$ cat src/rtl/safety_pkg.sv
// Shared types, default 50 MHz timing constants and the blinker next-state
// function for the Project Forward lighting front end.
package safety_pkg;

    // Blinker operating mode; encodings are visible on the blinkMode port.
    typedef enum logic [1:0] {
        BLINK_OFF    = 2'd0,
        BLINK_LEFT   = 2'd1,
        BLINK_RIGHT  = 2'd2,
        BLINK_HAZARD = 2'd3
    } blink_mode_t;

    // One-cycle press events from the debounced blinker/hazard buttons.
    typedef struct packed {
        logic left;
        logic right;
        logic hazard;
    } press_t;

    // Default timing for a 50 MHz clock.
    localparam int DB_CYCLES_50M   = 500_000;     // 10 ms debounce
    localparam int HALF_PERIOD_50M = 12_500_000;  // 2 Hz blink
    localparam int AUTO_CANCEL_DEF = 10;          // full blink periods
    localparam int PWM_BITS_DEF    = 8;
    localparam int BRAKE_DUTY_DEF  = 255;
    localparam int TAIL_DUTY_DEF   = 64;

    // Mode after applying this cycle's press events. Hazard wins over any
    // simultaneous left/right; left+right together always request hazard;
    // in hazard a lone left or right press is ignored.
    function automatic blink_mode_t next_mode(input blink_mode_t cur,
                                              input press_t      p);
        blink_mode_t nxt;
        nxt = cur;
        if (p.hazard) begin
            nxt = (cur == BLINK_HAZARD) ? BLINK_OFF : BLINK_HAZARD;
        end else if (p.left && p.right) begin
            nxt = BLINK_HAZARD;
        end else if (cur != BLINK_HAZARD) begin
            if (p.left) begin
                nxt = (cur == BLINK_LEFT) ? BLINK_OFF : BLINK_LEFT;
            end else if (p.right) begin
                nxt = (cur == BLINK_RIGHT) ? BLINK_OFF : BLINK_RIGHT;
            end
        end
        return nxt;
    endfunction

endpackage

$ cat src/rtl/debounce_filter.sv
// Button debouncer: 2-FF synchroniser followed by a stability counter.
// The debounced level flips only after the synchronised input has differed
// from it for DB_CYCLES consecutive cycles; rise pulses for one cycle when
// the debounced level goes high.
module debounce_filter
    import safety_pkg::*;
#(
    parameter int DB_CYCLES = DB_CYCLES_50M
) (
    input  logic c50M,
    input  logic reset,
    input  logic din,
    output logic dout,
    output logic rise
);

    localparam int            CW       = (DB_CYCLES > 1) ? $clog2(DB_CYCLES) : 1;
    localparam logic [CW-1:0] CNT_LAST = CW'(DB_CYCLES - 1);

    logic          sync1_q;
    logic          sync2_q;
    logic          level_q;
    logic          rise_q;
    logic [CW-1:0] cnt_q;

    // Bring the asynchronous button into the clock domain.
    // NOTE: sequential state always uses non-blocking assignments so every
    // flop samples the pre-edge value of its neighbours (sync2 gets old sync1).
    always_ff @(posedge c50M or posedge reset) begin
        if (reset) begin
            sync1_q <= 1'b0;
            sync2_q <= 1'b0;
        end else begin
            sync1_q <= din;
            sync2_q <= sync1_q;
        end
    end

    // Count consecutive disagreement cycles and flip the level when stable.
    always_ff @(posedge c50M or posedge reset) begin
        if (reset) begin
            level_q <= 1'b0;
            rise_q  <= 1'b0;
            cnt_q   <= '0;
        end else begin
            rise_q <= 1'b0;
            if (sync2_q != level_q) begin
                if (cnt_q == CNT_LAST) begin
                    level_q <= ~level_q;
                    rise_q  <= ~level_q;
                    cnt_q   <= '0;
                end else begin
                    cnt_q <= cnt_q + 1'b1;
                end
            end else begin
                cnt_q <= '0;
            end
        end
    end

    assign dout = level_q;
    assign rise = rise_q;

endmodule

$ cat src/rtl/safety_light_sequencer.sv
// Lighting and horn front end: debounced buttons, blinker FSM with
// toggle/hazard/auto-cancel, blink phase generator and brake/tail PWM.
module safety_light_sequencer
    import safety_pkg::*;
#(
    parameter int DB_CYCLES   = DB_CYCLES_50M,
    parameter int HALF_PERIOD = HALF_PERIOD_50M,
    parameter int AUTO_CANCEL = AUTO_CANCEL_DEF,
    parameter int PWM_BITS    = PWM_BITS_DEF,
    parameter int BRAKE_DUTY  = BRAKE_DUTY_DEF,
    parameter int TAIL_DUTY   = TAIL_DUTY_DEF
) (
    input  logic       c50M,
    input  logic       reset,
    input  logic       leftBlinker,
    input  logic       rightBlinker,
    input  logic       hazard,
    input  logic       headLight,
    input  logic       horn,
    input  logic       brakes,
    output logic       leftBlinkerOut,
    output logic       rightBlinkerOut,
    output logic       headLightOut,
    output logic       brakeLightOut,
    output logic       hornActive,
    output logic [1:0] blinkMode
);

    localparam int            PH_W    = (HALF_PERIOD > 1) ? $clog2(HALF_PERIOD) : 1;
    localparam logic [PH_W-1:0] PH_LAST = PH_W'(HALF_PERIOD - 1);
    localparam int            PC_W    = (AUTO_CANCEL > 1) ? $clog2(AUTO_CANCEL) : 1;
    localparam logic [PC_W-1:0] PC_LAST = PC_W'((AUTO_CANCEL > 0) ? AUTO_CANCEL - 1 : 0);
    localparam logic [PWM_BITS-1:0] BRAKE_D = PWM_BITS'(BRAKE_DUTY);
    localparam logic [PWM_BITS-1:0] TAIL_D  = PWM_BITS'(TAIL_DUTY);

    // ------------------------------------------------------------------
    // Button debouncers
    // ------------------------------------------------------------------
    logic left_level, right_level, hazard_level;
    logic left_rise, right_rise, hazard_rise;
    logic head_level, head_rise;
    logic horn_level, horn_rise;

    debounce_filter #(.DB_CYCLES(DB_CYCLES)) u_db_left (
        .c50M(c50M), .reset(reset), .din(leftBlinker),
        .dout(left_level), .rise(left_rise)
    );
    debounce_filter #(.DB_CYCLES(DB_CYCLES)) u_db_right (
        .c50M(c50M), .reset(reset), .din(rightBlinker),
        .dout(right_level), .rise(right_rise)
    );
    debounce_filter #(.DB_CYCLES(DB_CYCLES)) u_db_hazard (
        .c50M(c50M), .reset(reset), .din(hazard),
        .dout(hazard_level), .rise(hazard_rise)
    );
    debounce_filter #(.DB_CYCLES(DB_CYCLES)) u_db_head (
        .c50M(c50M), .reset(reset), .din(headLight),
        .dout(head_level), .rise(head_rise)
    );
    debounce_filter #(.DB_CYCLES(DB_CYCLES)) u_db_horn (
        .c50M(c50M), .reset(reset), .din(horn),
        .dout(horn_level), .rise(horn_rise)
    );

    // Blinker levels and level-input edges have no consumer here.
    logic unused_levels;
    assign unused_levels = &{1'b0, left_level, right_level, hazard_level,
                             head_rise, horn_rise};

    assign headLightOut = head_level;
    assign hornActive   = horn_level;

    // ------------------------------------------------------------------
    // Blinker FSM, phase generator and auto-cancel
    // ------------------------------------------------------------------
    blink_mode_t     mode_q, mode_d;
    logic            phase_q, phase_d;
    logic [PH_W-1:0] phase_cnt_q, phase_cnt_d;
    logic [PC_W-1:0] period_q, period_d;
    logic            left_lamp_q, left_lamp_d;
    logic            right_lamp_q, right_lamp_d;
    press_t          press;
    logic            half_done;
    logic            steer_mode;
    logic            cancel;

    assign press      = '{left: left_rise, right: right_rise, hazard: hazard_rise};
    assign half_done  = (phase_cnt_q == PH_LAST);
    assign steer_mode = (mode_q == BLINK_LEFT) || (mode_q == BLINK_RIGHT);
    // The AUTO_CANCEL-th period ends when the OFF half of it completes.
    assign cancel     = (AUTO_CANCEL != 0) && steer_mode && !phase_q &&
                        half_done && (period_q == PC_LAST);

    // Next mode, phase and lamp values; a press always beats auto-cancel.
    // NOTE: every always_comb output gets a default first so no path can
    // leave it unassigned and infer a latch.
    always_comb begin
        mode_d      = next_mode(mode_q, press);
        phase_d     = phase_q;
        phase_cnt_d = phase_cnt_q + 1'b1;
        period_d    = period_q;

        if (!(|press) && cancel) begin
            mode_d = BLINK_OFF;
        end

        if (mode_d == BLINK_OFF) begin
            phase_d     = 1'b0;
            phase_cnt_d = '0;
            period_d    = '0;
        end else if (mode_d != mode_q) begin
            // Every entry into a blinking mode restarts with the lamp lit.
            phase_d     = 1'b1;
            phase_cnt_d = '0;
            period_d    = '0;
        end else if (half_done) begin
            phase_d     = ~phase_q;
            phase_cnt_d = '0;
            if ((AUTO_CANCEL != 0) && steer_mode && !phase_q) begin
                period_d = period_q + 1'b1;
            end
        end

        left_lamp_d  = phase_d && ((mode_d == BLINK_LEFT)  || (mode_d == BLINK_HAZARD));
        right_lamp_d = phase_d && ((mode_d == BLINK_RIGHT) || (mode_d == BLINK_HAZARD));
    end

    // Mode register with phase state and registered lamp drives.
    always_ff @(posedge c50M or posedge reset) begin
        if (reset) begin
            mode_q       <= BLINK_OFF;
            phase_q      <= 1'b0;
            phase_cnt_q  <= '0;
            period_q     <= '0;
            left_lamp_q  <= 1'b0;
            right_lamp_q <= 1'b0;
        end else begin
            mode_q       <= mode_d;
            phase_q      <= phase_d;
            phase_cnt_q  <= phase_cnt_d;
            period_q     <= period_d;
            left_lamp_q  <= left_lamp_d;
            right_lamp_q <= right_lamp_d;
        end
    end

    assign leftBlinkerOut  = left_lamp_q;
    assign rightBlinkerOut = right_lamp_q;
    assign blinkMode       = mode_q;

    // ------------------------------------------------------------------
    // Brake / tail PWM
    // ------------------------------------------------------------------
    logic                brk_sync1_q, brk_sync2_q;
    logic [PWM_BITS-1:0] pwm_cnt_q;
    logic [PWM_BITS-1:0] duty_q;
    logic [PWM_BITS-1:0] target_duty;
    logic [PWM_BITS-1:0] duty_now;
    logic                brake_q;

    // Brake switch is already clean; only synchronise it.
    always_ff @(posedge c50M or posedge reset) begin
        if (reset) begin
            brk_sync1_q <= 1'b0;
            brk_sync2_q <= 1'b0;
        end else begin
            brk_sync1_q <= brakes;
            brk_sync2_q <= brk_sync1_q;
        end
    end

    // Duty priority, and the duty in force for the current count: a new
    // duty takes effect only at count 0 so no period is ever cut short.
    always_comb begin
        target_duty = '0;
        if (brk_sync2_q) begin
            target_duty = BRAKE_D;
        end else if (head_level) begin
            target_duty = TAIL_D;
        end
        duty_now = (pwm_cnt_q == '0) ? target_duty : duty_q;
    end

    // Free-running counter, period-aligned duty latch and registered output.
    always_ff @(posedge c50M or posedge reset) begin
        if (reset) begin
            pwm_cnt_q <= '0;
            duty_q    <= '0;
            brake_q   <= 1'b0;
        end else begin
            pwm_cnt_q <= pwm_cnt_q + 1'b1;
            if (pwm_cnt_q == '0) begin
                duty_q <= target_duty;
            end
            brake_q <= (pwm_cnt_q < duty_now);
        end
    end

    assign brakeLightOut = brake_q;

endmodule

$ cat config.mk
export PLATFORM = sky130hd
export DESIGN_NAME = safety_light_sequencer
export DESIGN_NICKNAME = d
export VERILOG_FILES = /design/src/rtl/safety_pkg.sv /design/src/rtl/debounce_filter.sv /design/src/rtl/safety_light_sequencer.sv
export SDC_FILE = /design/constraint.sdc
export NUM_CORES = 1
export LEC_CHECK = 0
export ABC_CLOCK_PERIOD_IN_PS = 2700
export CORE_MARGIN = 2
export CORE_UTILIZATION = 46
export DETAILED_ROUTE_END_ITERATION = 6
export GPL_ROUTABILITY_DRIVEN = 0
export PLACE_DENSITY = 0.58
export REMOVE_ABC_BUFFERS = 1
export SYNTH_ARGS = -nofsm -noshare
export SYNTH_HDL_FRONTEND = slang
export SYNTH_HIERARCHICAL = 1
export SYNTH_SLANG_ARGS = --single-unit
$ cat constraint.sdc
create_clock -name c50M -period 2.7 [get_ports c50M]
set_input_delay 0.27 -clock c50M [delete_from_list [all_inputs] [get_ports c50M]]
set_output_delay 0.27 -clock c50M [all_outputs]
set_load 0.02 [all_outputs]
; ---- Word level (Yosys, flattened, before mapping)
; Cells that the tools add are included.
[word_totals]
ff_bits = 165
out_inout_bits = 7
wordCells = 130
[classes]
n_addsub = 8
magnitude_cmp = 1
n_eq_ne = 20
mux = 38
n_bitwise = 6
n_reduce_logical = 23
[op_table]
columns = cell, count
row1 = 19-bit 2-to-1 mux, 10
row2 = "19-bit by 1-bit adder with 19-bit output, second input constant", 5
row3 = "19-bit == test, second input constant", 5
row4 = 24-bit 2-to-1 mux, 3
row5 = "24-bit by 1-bit adder with 24-bit output, second input constant", 1
row6 = "24-bit == test, second input constant", 1
row7 = 2-bit 2-to-1 mux, 8
row8 = 4-bit 2-to-1 mux, 4
row9 = 8-bit 2-to-1 mux, 2
row10 = 2-bit AND reduction, 6
row11 = 1-bit 2-to-1 mux, 10
row12 = "8-bit by 1-bit adder with 8-bit output, second input constant", 1
row13 = "2-bit == test, second input constant", 4
row14 = 8-bit zero test, 1
row15 = 8-bit < comparator, 1
row16 = 1-bit logical AND, 7
row17 = 7-bit 2-to-1 mux, 1
row18 = 1-bit NOT, 6
row19 = 3-bit nonzero test, 2
row20 = 1-bit inequality test, 5
row21 = "4-bit by 1-bit adder with 4-bit output, second input constant", 1
row22 = "2-bit by 1-bit == test with 1-bit output, second input constant", 2
row23 = "4-bit == test, second input constant", 1
row24 = 1-bit logical OR, 3
row25 = other kinds (5), 6

; ---- Longest topological paths before layout
[logic_depth]
depth_word = 12
mapped_depth = 11
mapped_depth_nobuf = 11

; ---- Cells and area by module
; The synthesis kept the hierarchy.
[by_module_without_submodules]
columns = module, n_inst, cells_per_inst, area_per_inst_um2, seq_area_each_um2
row1 = debounce_filter, 5, 108, 1153.6, 575.6
row2 = safety_light_sequencer, 1, 291, 2984.1, 1301.2

; ---- Least setup slack after synthesis
; OpenSTA, ideal clock, no wires.
[synth_path]
path_type = flip-flop to flip-flop
start = register pwm_cnt_q[4]
end = register brake_q, in the netlist brakeLightOut
setup_ns = 0.082
arrival_ns = 2.343
setup_slack_ns = 0.276
stages_incl_launch_ff = 10
n_path_buf = 0
synth_period_minus_slack_ns = 2.424
cell_sequence = dfrtp_1 nor4_1 nand3_1 nor2_1 a21oi_1 ha_1 a21o_1 a21o_1 a221o_1 a31oi_1
[synth_via]
elab_chain_cells = 3
[synth_rtl]
columns = item, line
row1 = "start, declared", safety_light_sequencer.sv:155  ; logic [PWM_BITS-1:0] pwm_cnt_q;
row2 = "start signal, assigned", safety_light_sequencer.sv:191  ; pwm_cnt_q <= pwm_cnt_q + 1'b1;
row3 = 8-bit zero test, safety_light_sequencer.sv:181  ; duty_now = (pwm_cnt_q == '0) ? target_duty : duty_q;
row4 = 8-bit 2-to-1 mux, n/a
row5 = 8-bit < comparator (*), safety_light_sequencer.sv:195  ; brake_q <= (pwm_cnt_q < duty_now);
row6 = "end signal, assigned", safety_light_sequencer.sv:195
row7 = "end, declared", safety_light_sequencer.sv:159  ; logic brake_q;
; Every way passes the cells marked *; elsewhere a longest branch is shown, timed or not.
; A chain may end at the register's enable or synchronous reset.

; ---- Worst setup path in the final report
; Ends and elaborated chain as after synthesis.

==> metrics.txt <==
CTS max path bufs=2; root buf cell=clkbuf_16; vias in the first global route=6065; Critical Path Start Type=flip-flop; met2 WL=7.61 mm; Sum Neg Setup Slack=0 ns; largest net degree at the start of global routing=32; H-tree depth=4; setup violators final=0; register area=4130 sq um; Core ar.=18600 sq um; die extent in y=141 um; Cell Rows=50; final critical-path required period=2.44 ns; total die area=20000 sq um; CTS tree=done; CTS Sinks=165; CP Capture Type=flip-flop; detailed placement HPWL=11.2 mm; Via density=5.41; RSZ-0062 raised after global routing=no; antenna violation net count after detailed routing=0; Pleak=0.00393 uW; multi-input logic area=4260 sq um; Max IR drop VDD=0.361 mV; HP Class=in2reg; Required @ worst endpoint=3.04 ns; average size of a mapped cell=10.5 sq um; grt total ovfl=0; Worst Path Class, Setup=reg2reg; PortBufs=14; Layout area overhead=12.1%; Hold-fix buffers, CTS=0; wl on met1=7.92 mm; PwrDens=528 nW/um^2; met3 wire len=344 um; Syn Std Cell Area=8670 sq um; Final Net Count=877; Worst Tran Pin Value=0.877 ns; DRT Pass-1 Iters=5; share of cells above drive strength 1=0.127; Crit Path Max Fanout=6; Die Wd=141 um; drc violations=0; Clk Latency, worst-skew pair=0.42 ns; skew final=0.00837 ns; relative slew slack=0.415; n_diodes=0; initial antenna violation count=0; drt total wl=16.0 mm; critical path data arrival time=2.78 ns; Total GRT Usage=0.176; top layer in use=met4; Layout fillers=1652; postcts setup bufs=0; Maximum Capacitance Violations=0; DRT iter0 DRCs=351; Clock Pin Slew Worst Setup and Hold Paths=0.06 ns; flop-to-flop setup slack=0.26 ns; initial core utilization=0.466; total power=5120 uW; CTS Buf Count=17; # IOs=15; post-CTS resize count=0; status=finished, final reports clean; max frequency=410 MHz; final hold vios=0; Mapped Cells=823; vias=5920; WL per Instance=14.6 um; Ys Warns=6; Final Cycle Share=0.903; first-pass GRT wire length=29.1 mm; max-slew violations=0
## cells in the final DEF (no fill, tap or decap), types with 14 or more instances in the layout
cell               n
nor3_2            15
clkdlybuf4s50_1   14
xor2_1            18
nor2_1           112
nand4b_1          15
a21oi_1           28
inv_1             50
clkbuf_16         17
xnor2_1           83
nand3_1           43
ha_1              20
dfrtp_1          165
nor4_1            22
nor3_1            37
nand2_1           41
## worst paths after layout
kind,start,end,depth (start not counted)
max,pwm_cnt_q[4],brakeLightOut,8
min,hazard,u_db_hazard/sync1_q,1
max reg2reg,pwm_cnt_q[4],brakeLightOut,8
min reg2reg,u_db_hazard/sync1_q,u_db_hazard/sync2_q,0
max in group asynchronous,reset,u_db_right/dout,2
min in group asynchronous,reset,u_db_hazard/cnt_q[13],2
## cell type report
type / count / area share
multi-input cells: 592 / 0.439
flip-flops and latches: 165 / 0.425
clock buffers: 24 / 0.0537
well taps: 234 / 0.0301
repair buffers: 22 / 0.0232
inverters: 51 / 0.0197
clock inverters: 7 / 0.00953
## registers in the layout, summed over array words and instances (netlist names), 2 cells and up
signal	flops
blinkMode	2
duty_q	8
period_q	4
phase_cnt_q	24
pwm_cnt_q	8
u_db_hazard/cnt_q	19
u_db_head/cnt_q	19
u_db_horn/cnt_q	19
u_db_left/cnt_q	19
u_db_right/cnt_q	19
## where the power goes
group	internal, uW	leakage [uW]	total [uW]	switching, uW
combinational	41.9	0.00139	133	90.9
sequential	2500	0.00225	2530	32.2
clock	1530	0.000296	2460	931
## layer usage
metal,vias to the layer above,global-route usage
met3,12,0.0368
li1,2950,-
met4,0,0.0432
met2,47,0.285
met5,-,0
met1,2911,0.245
## critical path: stages (launching register included)
cell and delay (ns):
dfrtp_1 0.46, nor4_4 0.36, nand3_1 0.21, buf_4 0.20, a21oi_1 0.22, ha_1 0.29, and4_1 0.20, a221o_1 0.29
a31oi_1 0.14
## metrics by stage
| stage | std cells | util | worst slack, ns | cell area (sq um) | hold slack (ns) |
|---|---|---|---|---|---|
| finish | 1095 | 0.523 | 0.262 | 9710 | 0.289 |
| global route | 1095 | 0.523 | 0.0743 | 9710 | 0.268 |
| CTS | 1095 | 0.522 | 0.0816 | 9700 | 0.269 |
| detailed placement | 1064 | 0.489 | 0.106 | 9080 | 0.336 |
| global placement | 1064 | 0.489 | 0.197 | 9080 | 0.334 |
| floorplan | 808 | - | 0.276 | 8560 | 0.259 |
Power figures use the tool's default switching activity.
